`config.mk`:
```
export PLATFORM = sky130hd
export DESIGN_NAME = bitonic_merge
export DESIGN_NICKNAME = d
export VERILOG_FILES = /design/src/rtl/bitonic_merge.sv
export SDC_FILE = /design/constraint.sdc
export NUM_CORES = 1
export LEC_CHECK = 0
export CELL_PAD_IN_SITES_DETAIL_PLACEMENT = 1
export CELL_PAD_IN_SITES_GLOBAL_PLACEMENT = 1
export CORE_MARGIN = 4
export CORE_UTILIZATION = 47
export CTS_BUF_LIST = sky130_fd_sc_hd__clkbuf_16
export DETAILED_ROUTE_END_ITERATION = 12
export GPL_ROUTABILITY_DRIVEN = 0
export HOLD_SLACK_MARGIN = 0.12
export PLACE_DENSITY = 0.91
export RECOVER_POWER = 25
export SLEW_MARGIN = 25
export SYNTH_ARGS = -nofsm -noshare
export SYNTH_HDL_FRONTEND = slang
export SYNTH_SLANG_ARGS = --single-unit
```
`constraint.sdc`:
```
create_clock -name clk -period 19 [get_ports clk]
set_input_delay 3.8 -clock clk [delete_from_list [all_inputs] [get_ports clk]]
set_output_delay 3.8 -clock clk [all_outputs]
set_load 0.01 [all_outputs]
```
`src/rtl/bitonic_merge.sv`:
```
// bitonic_merge: pipelined bitonic merger, log_N registered compare-exchange stages, one vector per clock
module bitonic_merge #(
  parameter int N           = 16,
  parameter int INPUT_WIDTH = 6,
  parameter int log_N       = $clog2(N),
  parameter bit polarity    = 1'b0
) (
  input  logic                     clk,
  input  logic                     reset,
  input  logic [0:N*INPUT_WIDTH-1] in,
  output logic [0:N*INPUT_WIDTH-1] out
);
  logic [INPUT_WIDTH-1:0] src  [log_N][N];
  logic [INPUT_WIDTH-1:0] nxt  [log_N][N];
  logic [INPUT_WIDTH-1:0] pipe [log_N][N];
  for (genvar s = 0; s < log_N; s++) begin : g_s
    localparam int D = N >> (s + 1);
    for (genvar i = 0; i < N; i++) begin : g_i
      if (s == 0) begin : g_in
        assign src[s][i] = in[i*INPUT_WIDTH +: INPUT_WIDTH];
      end else begin : g_pipe
        assign src[s][i] = pipe[s-1][i];
      end
      // the lower key of each pair owns both outputs; equal keys stay put
      if ((i % (2 * D)) < D) begin : g_cx
        logic swap;
        assign swap        = polarity ? (src[s][i] < src[s][i+D]) : (src[s][i] > src[s][i+D]);
        assign nxt[s][i]   = swap ? src[s][i+D] : src[s][i];
        assign nxt[s][i+D] = swap ? src[s][i] : src[s][i+D];
      end
    end
  end
  for (genvar i = 0; i < N; i++) begin : g_o
    assign out[i*INPUT_WIDTH +: INPUT_WIDTH] = pipe[log_N-1][i];
  end
  always_ff @(posedge clk or posedge reset)
    if (reset) begin
      for (int s = 0; s < log_N; s++)
        for (int i = 0; i < N; i++)
          pipe[s][i] <= '0;
    end else begin
      pipe <= nxt;
    end
endmodule

```
==> results.cfg <==
[outcome]
status = complete, no violations

[critical_path]
r2r_slack_ps = 16320
crit_chain = clkdlybuf4s50_1 -> inv_1 -> ha_1 -> a21oi_1 -> o21ai_1 -> o22ai_1 -> buf_4 -> mux2_2
rr_startpoint = pipe[199]
path_class = in -> reg
cp_data_required_time_ps = 19420
end_kind = flip-flop
slowest_delay_ps = 570
crit_slowest_cell = clkdlybuf4s50_1
cp_max_fo = 7
r2r_end = pipe[119]
r2r_cells = 6
cp-start-kind = input port
cp.arrival_ps = 6320

[detailed_routing]
routedWlPerCell_um = 22.34
wl_met1_um = 21030
drc = 0
route.met3.wl_um = 2301
detail-route-antenna-nets = 0
wirelength_um = 50900
wl_met2_um = 25710
num_vias = 12390
firstDrtPassIters = 5
via_per_inst = 5.437
drt_iter0_markers = 539
top_layer = met5

[placed_design]
place_area_um2 = 21250
dp.cells = 2201
dp_hpwl_um = 38130
io_buffers = 193

[grt]
grt_pass1_vias = 14090
gr-usage-all-layers = 0.2256
grt_max_degree = 190
grt_pass1_wl_um = 79790
antenna_found_initial = 2
grt_overflow = 0

[yosys]
yosysWarnings = 0
syn_inst = 1601
synth_compound_area_frac = 0.04270
ys_ff_latch = 384
syn_nets = 1891
synth_mux_area_frac = 0.2211
synth_xor_area_frac = 0
netlist_area_um2 = 19690
synth.distinct_cells = 13
synth_top_family_by_area = multiplexers
synth-simple-area-share = 0.02846
postSynthAreaPerCell_um2 = 12.30
seq_area_frac_synth = 0.4880
synthAdderAreaFrac = 0.1220

[power]
power_density_nw_per_um2 = 166.7
vdd.ir_drop.worst_uv = 66.37
p_leak_nw = 10.56

[clocking]
cts_max_path_buffers = 3
holdBufCountCts = 0
cts_sinks = 384
htreeDepth = 2
clk_pin_slew_ps = 60
clk_latency_ps = 540
cts_tree = yes
cts_buffers = 41
post_cts_buffers = 0
cts-root-buf = clkbuf_16
cts-resized-gates = 0

[die]
core_um2 = 41110
die-area_um2 = 45240
io_pins = 194
die_h_um = 212.7
fp-row-count = 74
fp.dieW_um = 212.7
initial_core_util = 0.4790

[worst_hold_path]
min-delay-start = pipe[126]
holdCritPathClass = reg -> reg
whs_endpoint = out[65]
whs_path_depth = 1

[sta]
period_minus_slack_ps = 5900
hold_viol = 0
final.setup.tns_ps = 0
finalCritPeriodShare = 0.3105
slew_violations = 0
setup_violations = 0
timing_worst_slew_pin_value_ps = 1274
rsz0062_at_grt = false
fmax_mhz = 169.5
clock_skew_ps = 17.49
relSlewSlack = 0.1509

[cells_and_area]
area_delta_synth_final_pct = 15.03
diodes = 0
fin_cells = 2278
final_nets = 2004
drive_above_1_share = 0.2211
finalInstanceArea_um2 = 22650

[job]
maxCapViolCount = 0
[placed cells by master (no fill, tap or decap)]
master and count:
nand4_1 32, inv_8 1, bufinv_16 4, mux2_4 8, mux2_1 68, nor2_1 32, inv_6 1, clkinv_2 7
clkinv_1 10, clkinvlp_4 2, mux2_2 308, buf_12 1, o21ai_0 19, clkbuf_16 43, buf_16 1, o21ai_1 13
clkdlybuf4s50_1 193, a21oi_1 96, dfrtp_1 384, buf_4 3, nand2_1 64, ha_1 192, o22ai_1 25, inv_1 232
o22ai_2 7
[cells in the mapped netlist]
master     n  share of area
a21oi_1   96          0.024
buf_4     96          0.037
buf_6     32          0.018
dfrtp_1  384           0.49
ha_1     192           0.12
inv_1    225          0.043
mux2_2   376           0.22
mux2_4     8         0.0061
nand2_1   64          0.012
nand4_1   32          0.010
nor2_1    32         0.0061
o21ai_1   32         0.0081
o22ai_1   32          0.010
[where the power goes]
group | internal [mW] | leakage, nW | total (mW) | switching (mW)
registers | 1.13 | 4.47 | 1.36 | 0.231
clock network | 0.463 | 0.677 | 0.787 | 0.324
logic | 0.865 | 5.41 | 1.63 | 0.766
[routing by layer]
metal,up-vias,GRT usage
li1,5589,-
met2,315,0.3957
met4,4,0.07552
met1,6365,0.2883
met3,113,0.03335
met5,-,0
[sequential cells by signal, summed over array words and instances, names as in the netlist]
register	flops
out	96
pipe	288
[metrics by stage]
step	total power, mW	util	setup WS [ps]	hold slack (ps)
after floorplan	2.589	-	4529	497.5
after global placement	2.851	0.5170	12610	517.4
after detailed placement	2.991	0.5170	12510	513.0
after CTS	3.829	0.5491	13080	540.3
after global routing	4.012	0.5510	12980	559.8
final	3.775	0.5510	13100	525.7
[how the worst max path moves through the flow]
stage | from | to | slack, ps | depth (start not counted)
after floorplan | reset | out[0] | 4530 | 1
after global placement | in[54] | pipe[373] | 12610 | 8
after detailed placement | in[78] | pipe[304] | 12510 | 7
after CTS | in[78] | pipe[304] | 13080 | 7
after global routing | in[54] | pipe[324] | 12980 | 8
final | in[54] | pipe[325] | 13100 | 8
[logic make-up after synthesis]
| kind of cell | Yosys count |
|---|---|
| muxes | 384 |
| AOI/OAI and AO/OA | 160 |
| buffers and inverters | 353 |
| DFF | 384 |
| adders and majority gates | 192 |
| and+or+nand+nor | 128 |
[critical path, delay by kind of cell]
| family | cells | cell delay, ps |
|---|---|---|
| compound gates | 3 | 930 |
| buf+inv | 3 | 910 |
| mux | 1 | 350 |
| fa+ha+maj | 1 | 330 |
[final cells by class]
class                      count  area [um^2]
fill                        4193        18460
sequential                   384         9609
multi-input combinational    864         8202
timing repair buffer         198         2002
clock buffer                  43         1076
inverter                     225        852.1
tap                          532        665.6
clock inverter                32        246.5
Power figures use the tool's default switching activity.
